===== src/rtl/adder_arbiter_if.sv =====
// Requester handshake plus the operand/result bus of the shared adder used by adder_arbiter.
// The master side hosts the requesters and the combinational adder itself.
interface adder_arbiter_if #(
  parameter int WIDTH = 8,
  parameter int N_REQ = 3
);
  logic [N_REQ-1:0]       req;
  logic [N_REQ*WIDTH-1:0] req_a;
  logic [N_REQ*WIDTH-1:0] req_b;
  logic [N_REQ-1:0]       gnt;
  logic [N_REQ-1:0]       rsp_valid;
  logic [N_REQ-1:0]       rsp_ready;
  logic [WIDTH-1:0]       rsp_data;
  logic                   rsp_carry;
  logic [WIDTH-1:0]       add_a;
  logic [WIDTH-1:0]       add_b;
  logic [WIDTH-1:0]       add_c;

  modport master (
    output req, req_a, req_b, rsp_ready, add_c,
    input  gnt, rsp_valid, rsp_data, rsp_carry, add_a, add_b
  );

  modport slave (
    input  req, req_a, req_b, rsp_ready, add_c,
    output gnt, rsp_valid, rsp_data, rsp_carry, add_a, add_b
  );
endinterface


===== src/rtl/adder_arbiter.sv =====
// Round-robin arbiter sharing one external adder between N_REQ requesters:
// IDLE grants and latches operands, EXEC captures sum and carry, RESP holds the result until consumed.
module adder_arbiter #(
  parameter int WIDTH = 8,
  parameter int N_REQ = 3
) (
  input  logic           clk,
  input  logic           rst_n,
  adder_arbiter_if.slave bus
);
  localparam int IW = (N_REQ > 1) ? $clog2(N_REQ) : 1;

  typedef enum logic [1:0] {
    IDLE = 2'd0,
    EXEC = 2'd1,
    RESP = 2'd2
  } state_t;

  state_t           state_r;
  logic [IW-1:0]    last_r;
  logic [IW-1:0]    win_r;
  logic [WIDTH-1:0] op_a_r;
  logic [WIDTH-1:0] op_b_r;
  logic [WIDTH-1:0] rsp_data_r;
  logic             rsp_carry_r;
  logic [N_REQ-1:0] rsp_valid_r;

  logic [IW-1:0]    pick_s;
  logic [N_REQ-1:0] gnt_s;
  logic [WIDTH-1:0] sel_a_s;
  logic [WIDTH-1:0] sel_b_s;

  // First requester after 'last' in ascending order with wrap; descending scan so the nearest wins.
  function automatic logic [IW-1:0] rr_pick(input logic [N_REQ-1:0] r, input logic [IW-1:0] last);
    logic [IW-1:0] sel;
    logic [IW-1:0] idx;
    sel = last;
    for (int k = N_REQ; k >= 1; k--) begin
      idx = IW'((int'(last) + k) % N_REQ);
      if (r[idx]) begin
        sel = idx;
      end else begin
        sel = sel;
      end
    end
    return sel;
  endfunction

  // Winner selection and operand mux; gnt is the IDLE-cycle decode so the requester can drop req at the latching edge.
  always_comb begin
    pick_s  = rr_pick(bus.req, last_r);
    sel_a_s = '0;
    sel_b_s = '0;
    for (int i = 0; i < N_REQ; i++) begin
      if (pick_s == IW'(i)) begin
        sel_a_s = bus.req_a[i*WIDTH +: WIDTH];
        sel_b_s = bus.req_b[i*WIDTH +: WIDTH];
      end else begin
        sel_a_s = sel_a_s;
        sel_b_s = sel_b_s;
      end
    end
    if (rst_n && (state_r == IDLE) && (bus.req != '0)) begin
      gnt_s = N_REQ'(1'b1) << pick_s;
    end else begin
      gnt_s = '0;
    end
  end

  // Control FSM with registered operands and response.
  always_ff @(posedge clk or negedge rst_n) begin
    if (!rst_n) begin
      state_r     <= IDLE;
      last_r      <= IW'(N_REQ - 1);
      win_r       <= '0;
      op_a_r      <= '0;
      op_b_r      <= '0;
      rsp_data_r  <= '0;
      rsp_carry_r <= 1'b0;
      rsp_valid_r <= '0;
    end else begin
      case (state_r)
        IDLE: begin
          if (bus.req != '0) begin
            last_r  <= pick_s;
            win_r   <= pick_s;
            op_a_r  <= sel_a_s;
            op_b_r  <= sel_b_s;
            state_r <= EXEC;
          end else begin
            state_r <= IDLE;
          end
        end
        EXEC: begin
          // A wrapped sum is always smaller than either operand.
          rsp_data_r  <= bus.add_c;
          rsp_carry_r <= (bus.add_c < op_a_r);
          rsp_valid_r <= N_REQ'(1'b1) << win_r;
          state_r     <= RESP;
        end
        RESP: begin
          if (bus.rsp_ready[win_r]) begin
            rsp_valid_r <= '0;
            state_r     <= IDLE;
          end else begin
            state_r <= RESP;
          end
        end
        default: begin
          rsp_valid_r <= '0;
          state_r     <= IDLE;
        end
      endcase
    end
  end

  assign bus.gnt       = gnt_s;
  assign bus.rsp_valid = rsp_valid_r;
  assign bus.rsp_data  = rsp_data_r;
  assign bus.rsp_carry = rsp_carry_r;
  assign bus.add_a     = op_a_r;
  assign bus.add_b     = op_b_r;
endmodule


===== src/flat_wrapper.sv =====
// flat-port wrapper written by rule: the top's interface ports become plain ports
module adder_arbiter_flat 
#(
  parameter int WIDTH = 8,
  parameter int N_REQ = 3
)
  (clk, rst_n, bus_req, bus_req_a, bus_req_b, bus_rsp_ready, bus_add_c, bus_gnt, bus_rsp_valid, bus_rsp_data, bus_rsp_carry, bus_add_a, bus_add_b);
  adder_arbiter_if #(.WIDTH(WIDTH), .N_REQ(N_REQ)) bus_i ();
  input  logic clk;
  input  logic rst_n;
  input wire logic [$bits(bus_i.req)-1:0] bus_req;
  input wire logic [$bits(bus_i.req_a)-1:0] bus_req_a;
  input wire logic [$bits(bus_i.req_b)-1:0] bus_req_b;
  input wire logic [$bits(bus_i.rsp_ready)-1:0] bus_rsp_ready;
  input wire logic [$bits(bus_i.add_c)-1:0] bus_add_c;
  output wire logic [$bits(bus_i.gnt)-1:0] bus_gnt;
  output wire logic [$bits(bus_i.rsp_valid)-1:0] bus_rsp_valid;
  output wire logic [$bits(bus_i.rsp_data)-1:0] bus_rsp_data;
  output wire logic [$bits(bus_i.rsp_carry)-1:0] bus_rsp_carry;
  output wire logic [$bits(bus_i.add_a)-1:0] bus_add_a;
  output wire logic [$bits(bus_i.add_b)-1:0] bus_add_b;
  assign bus_i.req = bus_req;
  assign bus_i.req_a = bus_req_a;
  assign bus_i.req_b = bus_req_b;
  assign bus_i.rsp_ready = bus_rsp_ready;
  assign bus_i.add_c = bus_add_c;
  assign bus_gnt = bus_i.gnt;
  assign bus_rsp_valid = bus_i.rsp_valid;
  assign bus_rsp_data = bus_i.rsp_data;
  assign bus_rsp_carry = bus_i.rsp_carry;
  assign bus_add_a = bus_i.add_a;
  assign bus_add_b = bus_i.add_b;
  adder_arbiter #(.WIDTH(WIDTH), .N_REQ(N_REQ)) u_core (.clk(clk), .rst_n(rst_n), .bus(bus_i));
endmodule

===== config.mk =====
export PLATFORM = sky130hd
export DESIGN_NAME = adder_arbiter_flat
export DESIGN_NICKNAME = d
export VERILOG_FILES = /design/src/rtl/adder_arbiter_if.sv /design/src/rtl/adder_arbiter.sv /design/src/flat_wrapper.sv
export SDC_FILE = /design/constraint.sdc
export NUM_CORES = 1
export LEC_CHECK = 0
export CAP_MARGIN = 40
export CORE_ASPECT_RATIO = 2
export CORE_MARGIN = 1
export CORE_UTILIZATION = 46
export CTS_BUF_LIST = sky130_fd_sc_hd__clkbuf_16
export DETAILED_ROUTE_END_ITERATION = 10
export HOLD_SLACK_MARGIN = 0.08
export PLACE_DENSITY = 0.81
export SYNTH_ARGS = -nofsm -noshare
export SYNTH_HDL_FRONTEND = slang
export SYNTH_SLANG_ARGS = --single-unit

===== constraint.sdc =====
create_clock -name clk -period 6.2 [get_ports clk]
set_input_delay 1.55 -clock clk [delete_from_list [all_inputs] [get_ports clk]]
set_output_delay 1.55 -clock clk [all_outputs]
set_load 0.01 [all_outputs]

Word-level counts from Yosys, hierarchy flattened
Cells that the tools add are included.
W data, S select, Z words.
{"block": "word_totals", "reg_bits": 34, "latchBits": 0, "mem_bits_rw": 0, "rom_bits": 0, "word_cells": 57, "memories": 0}
{"block": "op_classes", "n_addsub": 3, "mul": 0, "div_mod_pow": 3, "order_cmp": 5, "eq_ne": 5, "shift": 2, "muxes": 23, "n_bitwise": 1, "n_reduce_logical": 7}
{"op": "$mod A32 B3 Y32 const B", "n": 3}
{"op": "$mux W8", "n": 6}
{"op": "$lt A2 B3 Y1 const B", "n": 4}
{"op": "$pmux W3 S3", "n": 1}
{"op": "$bmux W1 S2", "n": 4}
{"op": "$lt A8 B8 Y1", "n": 1}
{"op": "$mux W2", "n": 4}
{"op": "$add A2 B2 Y3 const B", "n": 2}
{"op": "$mux W3", "n": 2}
{"op": "$pmux W2 S3", "n": 1}
{"op": "$shl A1 B2 Y3 const A", "n": 2}
{"op": "$mux W1", "n": 5}
{"op": "$eq A2 B1 Y1 const B", "n": 2}
{"op": "$eq A2 B2 Y1 const B", "n": 2}
{"op": "$logic_not A2 Y1", "n": 2}
{"op": "$reduce_and A2 Y1", "n": 2}
{"op": "$add A2 B1 Y3 const B", "n": 1}
{"op": "$reduce_bool A3 Y1", "n": 1}
{"op": "$logic_and A1 B1 Y1", "n": 2}
{"op": "$ne A2 B1 Y1 const B", "n": 1}
{"op": "$not A1 Y1", "n": 1}

Depth between registers and ports, before layout
Gate-level depths: netlist of the first run.
{"block": "depth", "ltp_word": 11, "mapped_depth": 11, "ltp_nobuf": 8}

Worst setup path after synthesis of the first run
Ideal clock, no wire load.
{"block": "synth_timing", "kind": "input -> output", "startpoint": "input bus_req[2]", "endpoint": "output bus_gnt[1]", "arrival_time_ns": 2.632, "path_slack_ns": 2.018, "cell_stages": 8, "n_path_buf": 2, "cell_sequence": "nand2_1 a21oi_1 nor3_1 a21o_1 buf_2 nand2_2 buf_2 nor2_1"}
{"block": "synth_between", "elab_chain_cells": 7, "word_cells_on_any_way": 13}
{"element": "from (decl)", "line": "flat_wrapper.sv:11", "text": "input wire logic [$bits(bus_i.req)-1:0] bus_req;"}
{"element": "$bmux W1 S2", "line": "adder_arbiter.sv:40", "text": "if (r[idx]) begin"}
{"element": "$mux W1 (not written as such)", "line": "adder_arbiter.sv:40"}
{"element": "$mux W2 (3 in series)", "line": "adder_arbiter.sv:40"}
{"element": "$shl A1 B2 Y3", "line": "adder_arbiter.sv:64", "text": "gnt_s = N_REQ'(1'b1) << pick_s;"}
{"element": "$mux W3 *", "line": "adder_arbiter.sv:63", "text": "if (rst_n && (state_r == IDLE) && (bus.req != '0)) begin"}
{"element": "to (decl)", "line": "flat_wrapper.sv:16", "text": "output wire logic [$bits(bus_i.gnt)-1:0] bus_gnt;"}
Every way passes the cells marked *; elsewhere a longest branch is shown, timed or not. The select of a mux whose other input is x is not followed.

Final worst setup path of the first run
{"block": "layout_timing", "startpoint": "input bus_req[0]", "endpoint": "output bus_gnt[2]"}
The elaborated chain is that of the path after synthesis.

==> results of run 1 <==
## kinds of logic after synthesis
family	after synthesis	synth area share, %
AND/OR/NAND/NOR	67	15.4
multiplexers	28	15.3
flip-flops	33	36.3
adder cells (fa/ha/maj)	10	5.50
buffers and inverters	28	6.49
AO/OA/AOI/OAI	61	20.9
## layout make-up
class	count	area (µm²)
multi-input combinational	166	1310
sequential	33	827
inverter	11	41.3
fill	361	1340
clock inverter	3	17.5
timing repair buffer	97	958
clock buffer	5	125
tap	55	68.8
## flip-flops by register name, summed over array words and instances (netlist names)
| name | count |
|---|---|
| u_core.state_r | 2 |
| u_core.win_r | 2 |
| u_core.bus.rsp_valid | 3 |
| u_core.bus.rsp_data | 8 |
| u_core.last_r | 1 |
| u_core.bus.add_a | 8 |
| u_core.bus.rsp_carry | 1 |
| u_core.bus.add_b | 8 |
## final timing paths
| check | from | to | slack (ns) | cells after the start |
|---|---|---|---|---|
| worst max-delay path | bus_req[0] | bus_gnt[2] | 0.44 | 8 |
| worst min-delay path | u_core.bus.rsp_data[2] | u_core.bus.rsp_data[2] | 0.50 | 1 |
| worst max register to register | u_core.win_r[0] | u_core.bus.add_a[2] | 3.33 | 8 |
| worst min register to register | u_core.bus.rsp_data[2] | u_core.bus.rsp_data[2] | 0.50 | 1 |
| max in group asynchronous | rst_n | u_core.last_r[1] | 4.32 | 2 |
| min in group asynchronous | rst_n | u_core.bus.add_b[4] | 1.22 | 1 |
## stage by stage
step / setup slack [ns] / util (%) / power (W)
finish: 0.439 / 71.4 / 0.00183
global route: 0.254 / 71.4 / 0.00196
CTS: 0.446 / 71.4 / 0.00184
detailed placement: 0.437 / 68.4 / 0.00160
global placement: 0.538 / 68.4 / 0.00156
floorplan: 2.02 / - / 0.00126
## per-layer routing
layer / global-route usage [%] / routed length, µm / vias up / share of wire [%]
li1: - / - / 998 / -
met1: 27.5 / 2180 / 967 / 36
met2: 44.0 / 3430 / 97 / 57
met3: 3.30 / 279 / 12 / 4.6
met4: 12.1 / 148 / 0 / 2.4
met5: 0 / 0 / - / 0
## where the power goes
group / internal, W / switching [W]
Clock: 0.000147 / 0.0000875
Combinational: 0.000599 / 0.000584
Sequential: 0.000330 / 0.0000782
## layout by cell type (no fill, tap or decap), types with 2 or more instances in the layout
cell / synthesis / final
clkdlybuf4s50_1: 0 / 93
dfrtp_1: 32 / 32
and2_1: 16 / 16
a41o_1: 16 / 16
a31o_1: 16 / 16
nor2_1: 14 / 14
mux2_2: 14 / 14
nor2b_1: 11 / 11
inv_1: 10 / 10
nand2_1: 10 / 10
mux2_4: 10 / 10
ha_1: 10 / 10
a21oi_1: 9 / 9
o21ai_0: 6 / 6
nor3_1: 6 / 5
clkbuf_16: 0 / 5
mux2i_1: 4 / 4
a21o_1: 4 / 4
nand3_1: 4 / 4
buf_4: 0 / 3
nand2b_1: 2 / 2
a31oi_1: 2 / 2
clkinv_2: 0 / 2
==> key figures, run 1 <==
Yosys
  • Post-synthesis cell type count: 38
  • Yosys reg bits: 33
  • Ranking of synthesized cells by area: dfrtp_1 35%, a41o_1 7.0%, mux2_2 6.9%, mux2_4 6.6%, a31o_1 6.2%
  • Top cell type's share of synthesized area: between 30% and 40%
  • Mapped Area: ~2300 µm²
  • Most numerous cell in the Yosys netlist: dfrtp_1
  • Mapped Cells: between 200 and 250
  • Synth Flop Type: dfrtp_1
  • Synthesized Nets: roughly 300
  • Commonest cells in the netlist: 32 x dfrtp_1, 16 x a31o_1, 16 x a41o_1, 16 x and2_1
  • FFs w/ async S/R, synth: 100%
  • Post-synth EDFFs: 0
  • Syn Area/Cell: 10.0 µm²
  • Area leader, netlist: dfrtp_1
  • Ys Warns: 0
  • Register area share after synthesis: about 36%

CTS
  • Post_cts resized: 0
  • Clock Sinks: 33
  • CTS H-tree lvls: 2
  • CTS Buffer Depth: 2
  • CTS Hold Bufs: 0
  • Insertion delay to the later sink of the worst-skew pair: 0.27 ns
  • Clock Pin Slew Worst Setup and Hold Paths: ~0.060 ns
  • CTS tree: done
  • Clock root buffer: clkbuf_16
  • Post-CTS Setup Inserts: 0
  • Cts bufs inserted: 5

Worst setup path
  • Max FO, Critical Path: 19
  • Worst Path Arrival: between 4 and 5 ns
  • Crit. End Element: primary output
  • Critical path's largest stage delay: between 0.5 and 0.6 ns
  • Slowest cell on the critical path: a21o_1
  • Critical path launch point type: input pin
  • Family with the most delay on the worst path: simple AND/OR/NAND/NOR gates
  • Crit-path cells: clkdlybuf4s50_1, nand2b_1, a21oi_1, nor3_1, a21o_1, nand2_2, and4b_1, clkdlybuf4s50_1
  • Setup CP Type: in2out
  • WP buf/inv: 2
  • Critical Path RT: between 4 and 5 ns
  • Crit-path most repeated cell: clkdlybuf4s50_1

Drt
  • Per-cell routed wire length: between 15 and 20 µm
  • DRT Pass-1 Iters: 4
  • 1st-iter DRT viols: 58
  • Routed via count: a little over 2000
  • DRC: 0
  • Final wirelength: 6040 µm
  • Avg Vias per Cell: around 5.6
  • Final ANT Viol Nets: 0

Placed design
  • DP Area: 3200 µm²
  • PortBufs: between 90 and 100
  • HPWL after detailed placement: about 4500 µm
  • Dpl cells: between 300 and 400
  • GP Congestion: roughly 0.8

Power and ir drop
  • LEAKAGE: about 1.5 nW
  • PD cells: 546 nW/µm²
  • Maximum vdd drop: 0.477 mV

Worst hold path
  • Hold crit path type: reg2reg

GRT
  • Initial antenna violation count: 0
  • GRT Overall Usage: 24.6%
  • Vias in the first global route: 2089
  • GR Overflow Total: 0
  • Largest net degree at the start of global routing: 55
  • First-pass GRT wire length: 9600 µm

Run
  • Total of max-cap violations: 0

Floorplanning
  • Die area: approximately 5200 µm²
  • Die X: between 50 and 60 µm
  • Num rows: 35
  • Initial Util: 48.6%
  • Number of I/O pins: 95
  • Die height: just over 100 µm
  • Floorplan core area: ~4700 µm²

Cells and area
  • Antenna cell count: 0
  • Area delta synth->final: 47.0%
  • Layout cells sized above 1: approximately an eighth
  • Cell area after layout: about 3300 µm²
  • # nets final: roughly 390
  • Non-filler cells, final: 370

Timing
  • Fin. max-slew vios: 0
  • Worst-margin pin slew: 0.879 ns
  • Rel. slew slack: roughly 40%
  • Period utilisation layout: between 90% and 100%
  • RSZ-0062 raised after global routing: no
  • Final setup vio count: 0
  • FMAX: between 0.15 and 0.2 GHz
  • Clk_skew: 0.00546 ns
  • Hold slack: between 0.5 and 0.6 ns
  • Final Hold Fails: 0
  • Setup TNS: 0 ns
  • Final critical-path required period: between 5 and 6 ns

Outcome
  • Outcome: completed
(Power assumes the default switching activity.)
==> inputs of run 2 (changes only) <==
- SLEW_MARGIN: unset -> 10
==> results of run 2 <==
The final DEF is identical to that of run 1; final timing and power are the same.
